**src/rtl/ula_pkg.sv**
```systemverilog
// ula_pkg: operation encodings, FSM states and operand-sign helpers
// shared by the multiply/divide unit.
package ula_pkg;
    typedef enum logic [2:0] {
        OP_MUL, OP_MULH, OP_MULHSU, OP_MULHU, OP_DIV, OP_DIVU, OP_REM, OP_REMU
    } op_t;

    typedef enum logic [2:0] {OCIOSO, PREPARA, CALCULA, AJUSTE, FIM} estado_t;

    function automatic logic sinal_a(op_t o);
        return o inside {OP_MULH, OP_MULHSU, OP_DIV, OP_REM};
    endfunction

    function automatic logic sinal_b(op_t o);
        return o inside {OP_MULH, OP_DIV, OP_REM};
    endfunction

    function automatic logic e_div(op_t o);
        return o inside {OP_DIV, OP_DIVU, OP_REM, OP_REMU};
    endfunction

    function automatic logic e_resto(op_t o);
        return o inside {OP_REM, OP_REMU};
    endfunction
endpackage

```
**src/rtl/passo_mul_div.sv**
```systemverilog
// passo_mul_div: one iteration on magnitudes -- shift-add for multiply,
// restoring shift-subtract for divide. acc is {high, low}.
module passo_mul_div #(
    parameter int BITS = 64
) (
    input  logic              div,
    input  logic [2*BITS-1:0] acc,
    input  logic [BITS-1:0]   b,
    output logic [2*BITS-1:0] nxt
);
    logic [BITS:0]   soma;
    logic [2*BITS:0] sh;
    logic [BITS-1:0] dif;
    logic            cabe;

    always_comb begin
        soma = {1'b0, acc[2*BITS-1:BITS]} + {1'b0, acc[0] ? b : '0};
        sh   = {acc, 1'b0};
        // partial remainder stays below b, so the difference fits in BITS bits
        cabe = sh[2*BITS:BITS] >= {1'b0, b};
        dif  = sh[2*BITS-1:BITS] - b;
        nxt  = div ? (cabe ? {dif, sh[BITS-1:1], 1'b1} : sh[2*BITS-1:0])
                   : {soma, acc[BITS-1:1]};
    end
endmodule

```
**src/rtl/ula_mul_div.sv**
```systemverilog
// ula_mul_div: iterative RV64M-style multiply/divide unit; one step per
// cycle on magnitudes, with sign correction applied at the end.
module ula_mul_div
    import ula_pkg::*;
#(
    parameter int BITS = 64
) (
    input  logic            clk,
    input  logic            reset,
    input  logic            start,
    input  logic [2:0]      op,
    input  logic [BITS-1:0] dina,
    input  logic [BITS-1:0] dinb,
    output logic            ocupado,
    output logic            pronto,
    output logic [BITS-1:0] dout
);
    localparam int CW = $clog2(BITS) + 1;

    estado_t           state, next;
    op_t               op_r;
    logic [BITS-1:0]   a_r, b_r, mb, ma, val_esp, div_val, res;
    logic [2*BITS-1:0] acc, acc_nxt, p;
    logic [CW-1:0]     cnt;
    logic              neg, sa, sb, especial;

    passo_mul_div #(.BITS(BITS)) u_passo (
        .div(e_div(op_r)),
        .acc(acc),
        .b(mb),
        .nxt(acc_nxt)
    );

    always_comb begin
        sa       = sinal_a(op_r) & a_r[BITS-1];
        sb       = sinal_b(op_r) & b_r[BITS-1];
        ma       = sa ? -a_r : a_r;
        especial = e_div(op_r) && (b_r == '0 ||
                   (sinal_b(op_r) && a_r == {1'b1, {(BITS-1){1'b0}}} && &b_r));
        val_esp  = (b_r == '0) ? (e_resto(op_r) ? a_r : '1)
                               : (e_resto(op_r) ? '0 : a_r);
        p        = neg ? -acc : acc;
        div_val  = e_resto(op_r) ? acc[2*BITS-1:BITS] : acc[BITS-1:0];
        res      = e_div(op_r) ? (neg ? -div_val : div_val)
                               : (op_r == OP_MUL ? p[BITS-1:0] : p[2*BITS-1:BITS]);
        ocupado  = state != OCIOSO;
        pronto   = state == FIM;
    end

    always_comb begin
        next = state;
        case (state)
            OCIOSO:  next = start ? PREPARA : OCIOSO;
            PREPARA: next = especial ? FIM : CALCULA;
            CALCULA: next = (cnt == CW'(BITS - 1)) ? AJUSTE : CALCULA;
            AJUSTE:  next = FIM;
            default: next = OCIOSO;
        endcase
    end

    always_ff @(posedge clk) begin
        if (reset)
            state <= OCIOSO;
        else
            state <= next;
    end

    always_ff @(posedge clk) begin
        if (reset) begin
            cnt  <= '0;
            dout <= '0;
            acc  <= '0;
            mb   <= '0;
            neg  <= 1'b0;
            op_r <= OP_MUL;
            a_r  <= '0;
            b_r  <= '0;
        end else begin
            case (state)
                OCIOSO: if (start) begin
                    op_r <= op_t'(op);
                    a_r  <= dina;
                    b_r  <= dinb;
                end
                PREPARA: begin
                    mb  <= sb ? -b_r : b_r;
                    acc <= {{BITS{1'b0}}, ma};
                    neg <= e_resto(op_r) ? sa : sa ^ sb;
                    cnt <= '0;
                    if (especial) dout <= val_esp;
                end
                CALCULA: begin
                    acc <= acc_nxt;
                    cnt <= cnt + 1'b1;
                end
                AJUSTE: dout <= res;
                default: ;
            endcase
        end
    end
endmodule

```
**config.mk**
```make
export PLATFORM = sky130hd
export DESIGN_NAME = ula_mul_div
export DESIGN_NICKNAME = d
export VERILOG_FILES = /design/src/rtl/ula_pkg.sv /design/src/rtl/passo_mul_div.sv /design/src/rtl/ula_mul_div.sv
export SDC_FILE = /design/constraint.sdc
export NUM_CORES = 2
export LEC_CHECK = 0
export CAP_MARGIN = 20
export CORE_UTILIZATION = 40
export DETAILED_ROUTE_END_ITERATION = 16
export SLEW_MARGIN = 10
export SYNTH_ARGS = -nofsm -noshare
export SYNTH_HDL_FRONTEND = slang
export SYNTH_HIERARCHICAL = 1
export SYNTH_SLANG_ARGS = --single-unit
```
**constraint.sdc**
```tcl
create_clock -name clk -period 4.6 [get_ports clk]
set_input_delay 0.92 -clock clk [delete_from_list [all_inputs] [get_ports clk]]
set_output_delay 0.92 -clock clk [all_outputs]
set_load 0.01 [all_outputs]
```
==> run summary <==
## Route
* 6 — number of detailed-routing iterations run before antenna repair
* 0 — DRC violations left
* 42600 — vias after detailed routing
* 6331 — Starting DRT DRC Count
* 6.50 — detailed-route vias per instance
* 27.5 um — routed len/inst
* 180000 um — Final Routed Wirelength
* 0 — number of routed nets with antenna violations

## STA
* 0 — final setup violating endpoints
* 0 — final slew viol count
* 0.211 — worst-case headroom to the max-slew limit
* 0 — number of hold violations in the final report
* 1180 ps — transition at the pin with the smallest max-transition slack
* 4540 ps — clock period minus final worst setup slack
* 220 MHz — achievable clock frequency
* 0 ps — accumulated negative setup slack
* 0.987 — final cycle utilization of the critical path
* false — RSZ-0062 raised after global routing
* 46.0 ps — worst clock skew on the final layout

## GRT
* 96 — pin count of the biggest net entering global routing
* 0 — sum of overflow across all layers after global routing
* 0.500 — global-route track usage on met2
* 38700 — number of global-route vias before repair
* met1 — most utilized layer in the global route result
* 0.517 — met1 demand-to-capacity share in global routing
* 17 — antenna violations before repair
* 0.370 — aggregate global-route resource usage
* 262000 um — wire length of the first global-routing pass
* 0.134 — met3 usage

## Clocking
* 70 ps — Reg clk slew, reported paths
* 49 — cts bufs inserted
* 2 — maximum level of the CTS H-tree
* 3 — buffers from clock root to sink, at most
* 398 — clock net sink count
* yes — clock tree from TritonCTS
* 660 ps — clock latency at the later pin of the worst-skew pair
* 0 — buffer count from post-CTS setup fixing
* 0 — Post-CTS Hold Fix Bufs
* sky130_fd_sc_hd__clkbuf_16 — buffer type at the clock tree root

## Synth
* 398 — register bit count reported by yosys
* 7.07 um2 — Synth Area per Inst
* 5226 — Synth Instances
* 121 — number of library cell types mapped by synthesis
* 5496 — nets in the synthesized netlist
* 37000 um2 — synthesized area
* sky130_fd_sc_hd__dfxtp_1 — most frequently used flop master after synthesis
* 6 — yosys synthesis warning count
* sky130_fd_sc_hd__dfxtp_1 — cell type contributing the most total cell area after synthesis
* 0.216 — sequential-to-total area share from yosys stat
* 0.216 — Synth top area share
* 0 — number of flops mapped to enable cells by yosys
* sky130_fd_sc_hd__dfxtp_1 (22%), sky130_fd_sc_hd__a21oi_1 (7.1%), sky130_fd_sc_hd__nand2_1 (6.5%) — Area contributors post-synth
* 0 — fraction of registers with async set/reset

## Run status
* finished clean — status

## Finish
* 16.0% — synthesis-to-layout area growth
* 0.468 — final core utilization
* 5597 — Post-layout nets
* 9309 — fillcell total
* 0.111 — fraction of layout cells with a size suffix above 1

## Pwr
* 16.4 nW — standby leakage power
* 0.273 mV — largest voltage drop on the vdd net
* 301 nW/um2 — power per cell area

## Die
* 0.404 — starting density of the core
* 91500 um2 — Floorplan Core Area
* 111 — Rows
* 93600 um2 — Die Area
* 200 — I/O pin count
* 306 um — horizontal extent of the die
* 306 um — vertical extent of the die

## Worst setup path
* 33 — Critical Path Fanout Max
* flop to flop — start-to-end type of the worst setup path
* 5080 ps — data required time of the critical path
* flop — element type at the critical path start
* 5020 ps — data arrival time of the critical path
* 11 — number of cell instances on the worst register-to-register path
* flop — CP endpoint kind

## Run
* 0 — max capacitance violation total

## Place
* 1.09 — gp weighted congestion
* 136000 um — HPWL after detailed placement
* 199 — port bufs

## Min path
* flop to flop — Hold Path Class
* 2 — number of instances on the worst hold path

## final cells by class
| type | count | area [um2] | share of cell area |
|---|---|---|---|
| Antenna cell | 3 | 7.51 | 0.000175 |
| Inverter | 124 | 465 | 0.0109 |
| Tap cell | 1186 | 1480 | 0.0346 |
| Multi-Input combinational cell | 4251 | 26700 | 0.624 |
| Clock buffer | 62 | 1350 | 0.0314 |
| Clock inverter | 28 | 360 | 0.00841 |
| Timing Repair Buffer | 503 | 4470 | 0.104 |
| Sequential cell | 398 | 7980 | 0.186 |
## cells in the final DEF, fill, tap and decap left out, types with 22 or more instances in the layout
master and instances:
sky130_fd_sc_hd__and2_1 94, sky130_fd_sc_hd__dfxtp_1 394, sky130_fd_sc_hd__ha_1 134, sky130_fd_sc_hd__or4_1 38, sky130_fd_sc_hd__a21oi_1 525, sky130_fd_sc_hd__and3_1 25, sky130_fd_sc_hd__a22oi_1 88, sky130_fd_sc_hd__nor2_1 573
sky130_fd_sc_hd__nor4_1 84, sky130_fd_sc_hd__nand2b_1 23, sky130_fd_sc_hd__clkdlybuf4s50_1 198, sky130_fd_sc_hd__nand2_1 643, sky130_fd_sc_hd__nor3_1 119, sky130_fd_sc_hd__o21ai_0 272, sky130_fd_sc_hd__mux2_2 87, sky130_fd_sc_hd__mux2i_1 113
sky130_fd_sc_hd__or3_1 51, sky130_fd_sc_hd__nand4_1 81, sky130_fd_sc_hd__nand3_1 94, sky130_fd_sc_hd__xnor2_1 168, sky130_fd_sc_hd__xor2_1 159, sky130_fd_sc_hd__buf_4 289, sky130_fd_sc_hd__clkbuf_16 49, sky130_fd_sc_hd__a31oi_1 81
sky130_fd_sc_hd__o22ai_1 26, sky130_fd_sc_hd__or2_2 22, sky130_fd_sc_hd__a21o_1 51, sky130_fd_sc_hd__o31ai_1 54, sky130_fd_sc_hd__a211oi_1 160, sky130_fd_sc_hd__o21bai_1 30, sky130_fd_sc_hd__inv_1 121, sky130_fd_sc_hd__o211ai_1 37
## per-stage QoR
stage	power [mW]	hold WS, ps	std cells	instance area [um2]	setup slack [ps]
after CTS	12.7	458	6550	42800	201
final	12.9	457	6555	42900	61.6
after global routing	13.3	480	6552	42800	118
after global placement	8.47	447	6459	41100	250
after detailed placement	8.48	448	6460	41100	258
after floorplan	6.76	439	5226	37000	321
## registers in the layout, indices dropped and copies added (netlist names)
signal	count
acc	128
a_r	64
b_r	64
dout	64
mb	64
cnt	7
op_r	3
state	3
neg	1
## critical path, stage by stage (launching register included)
cell	delay (ps)
sky130_fd_sc_hd__dfxtp_2	360
sky130_fd_sc_hd__buf_4	280
sky130_fd_sc_hd__inv_1	160
sky130_fd_sc_hd__ha_1	210
sky130_fd_sc_hd__or4b_1	530
sky130_fd_sc_hd__and3b_1	310
sky130_fd_sc_hd__and3_1	640
sky130_fd_sc_hd__nand3_1	490
sky130_fd_sc_hd__o21ai_0	570
sky130_fd_sc_hd__xnor2_1	120
sky130_fd_sc_hd__o21ai_1	510
sky130_fd_sc_hd__a31oi_1	150
## power by group
part	internal (mW)	switching, mW
sequential	3.63	0.381
clock	2.43	1.82
combinational	1.66	2.99
## worst paths after layout
check	from	endpoint	slack [ps]
worst min-delay path	dout[30]	dout[30]	460
worst min register to register	dout[30]	dout[30]	460
worst max register to register	acc[0]	dout[16]	60
worst max-delay path	acc[0]	dout[16]	60
## timing repair
item,in CTS,in global routing
endpoints found under the hold margin,0,0
resized for setup,0,1
endpoints found under the setup margin,0,1
## logic make-up after synthesis
group                    synth area share
buffers and inverters              0.0628
AND/OR/NAND/NOR                     0.262
flip-flops                          0.216
AO/OA/AOI/OAI                       0.278
XOR/XNOR                           0.0775
adder cells (fa/ha/maj)            0.0464
multiplexers                       0.0574
## synth_stat cells, types with 51 or more instances
| master | instances |
|---|---|
| sky130_fd_sc_hd__nand2_1 | 644 |
| sky130_fd_sc_hd__xnor2_1 | 168 |
| sky130_fd_sc_hd__o31ai_1 | 54 |
| sky130_fd_sc_hd__nor3_1 | 121 |
| sky130_fd_sc_hd__a31oi_1 | 81 |
| sky130_fd_sc_hd__a21oi_1 | 525 |
| sky130_fd_sc_hd__nor4_1 | 84 |
| sky130_fd_sc_hd__buf_2 | 59 |
| sky130_fd_sc_hd__or3_1 | 52 |
| sky130_fd_sc_hd__ha_1 | 134 |
| sky130_fd_sc_hd__clkbuf_1 | 344 |
| sky130_fd_sc_hd__o21ai_0 | 273 |
| sky130_fd_sc_hd__xor2_1 | 159 |
| sky130_fd_sc_hd__inv_1 | 121 |
| sky130_fd_sc_hd__a21o_1 | 51 |
| sky130_fd_sc_hd__a22oi_1 | 88 |
| sky130_fd_sc_hd__nor2_1 | 577 |
| sky130_fd_sc_hd__nand4_1 | 81 |
| sky130_fd_sc_hd__nand3_1 | 94 |
| sky130_fd_sc_hd__a211oi_1 | 160 |
| sky130_fd_sc_hd__mux2i_1 | 113 |
| sky130_fd_sc_hd__mux2_2 | 87 |
| sky130_fd_sc_hd__dfxtp_1 | 398 |
| sky130_fd_sc_hd__and2_1 | 96 |
## per-layer routing
layer	share of wire	vias to the layer above	wire length, um
li1	-	19200	-
met1	0.42	20200	76300
met2	0.38	2768	69200
met3	0.14	442	25900
met4	0.049	22	8880
met5	0.00073	-	131
(Power assumes the default switching activity.)
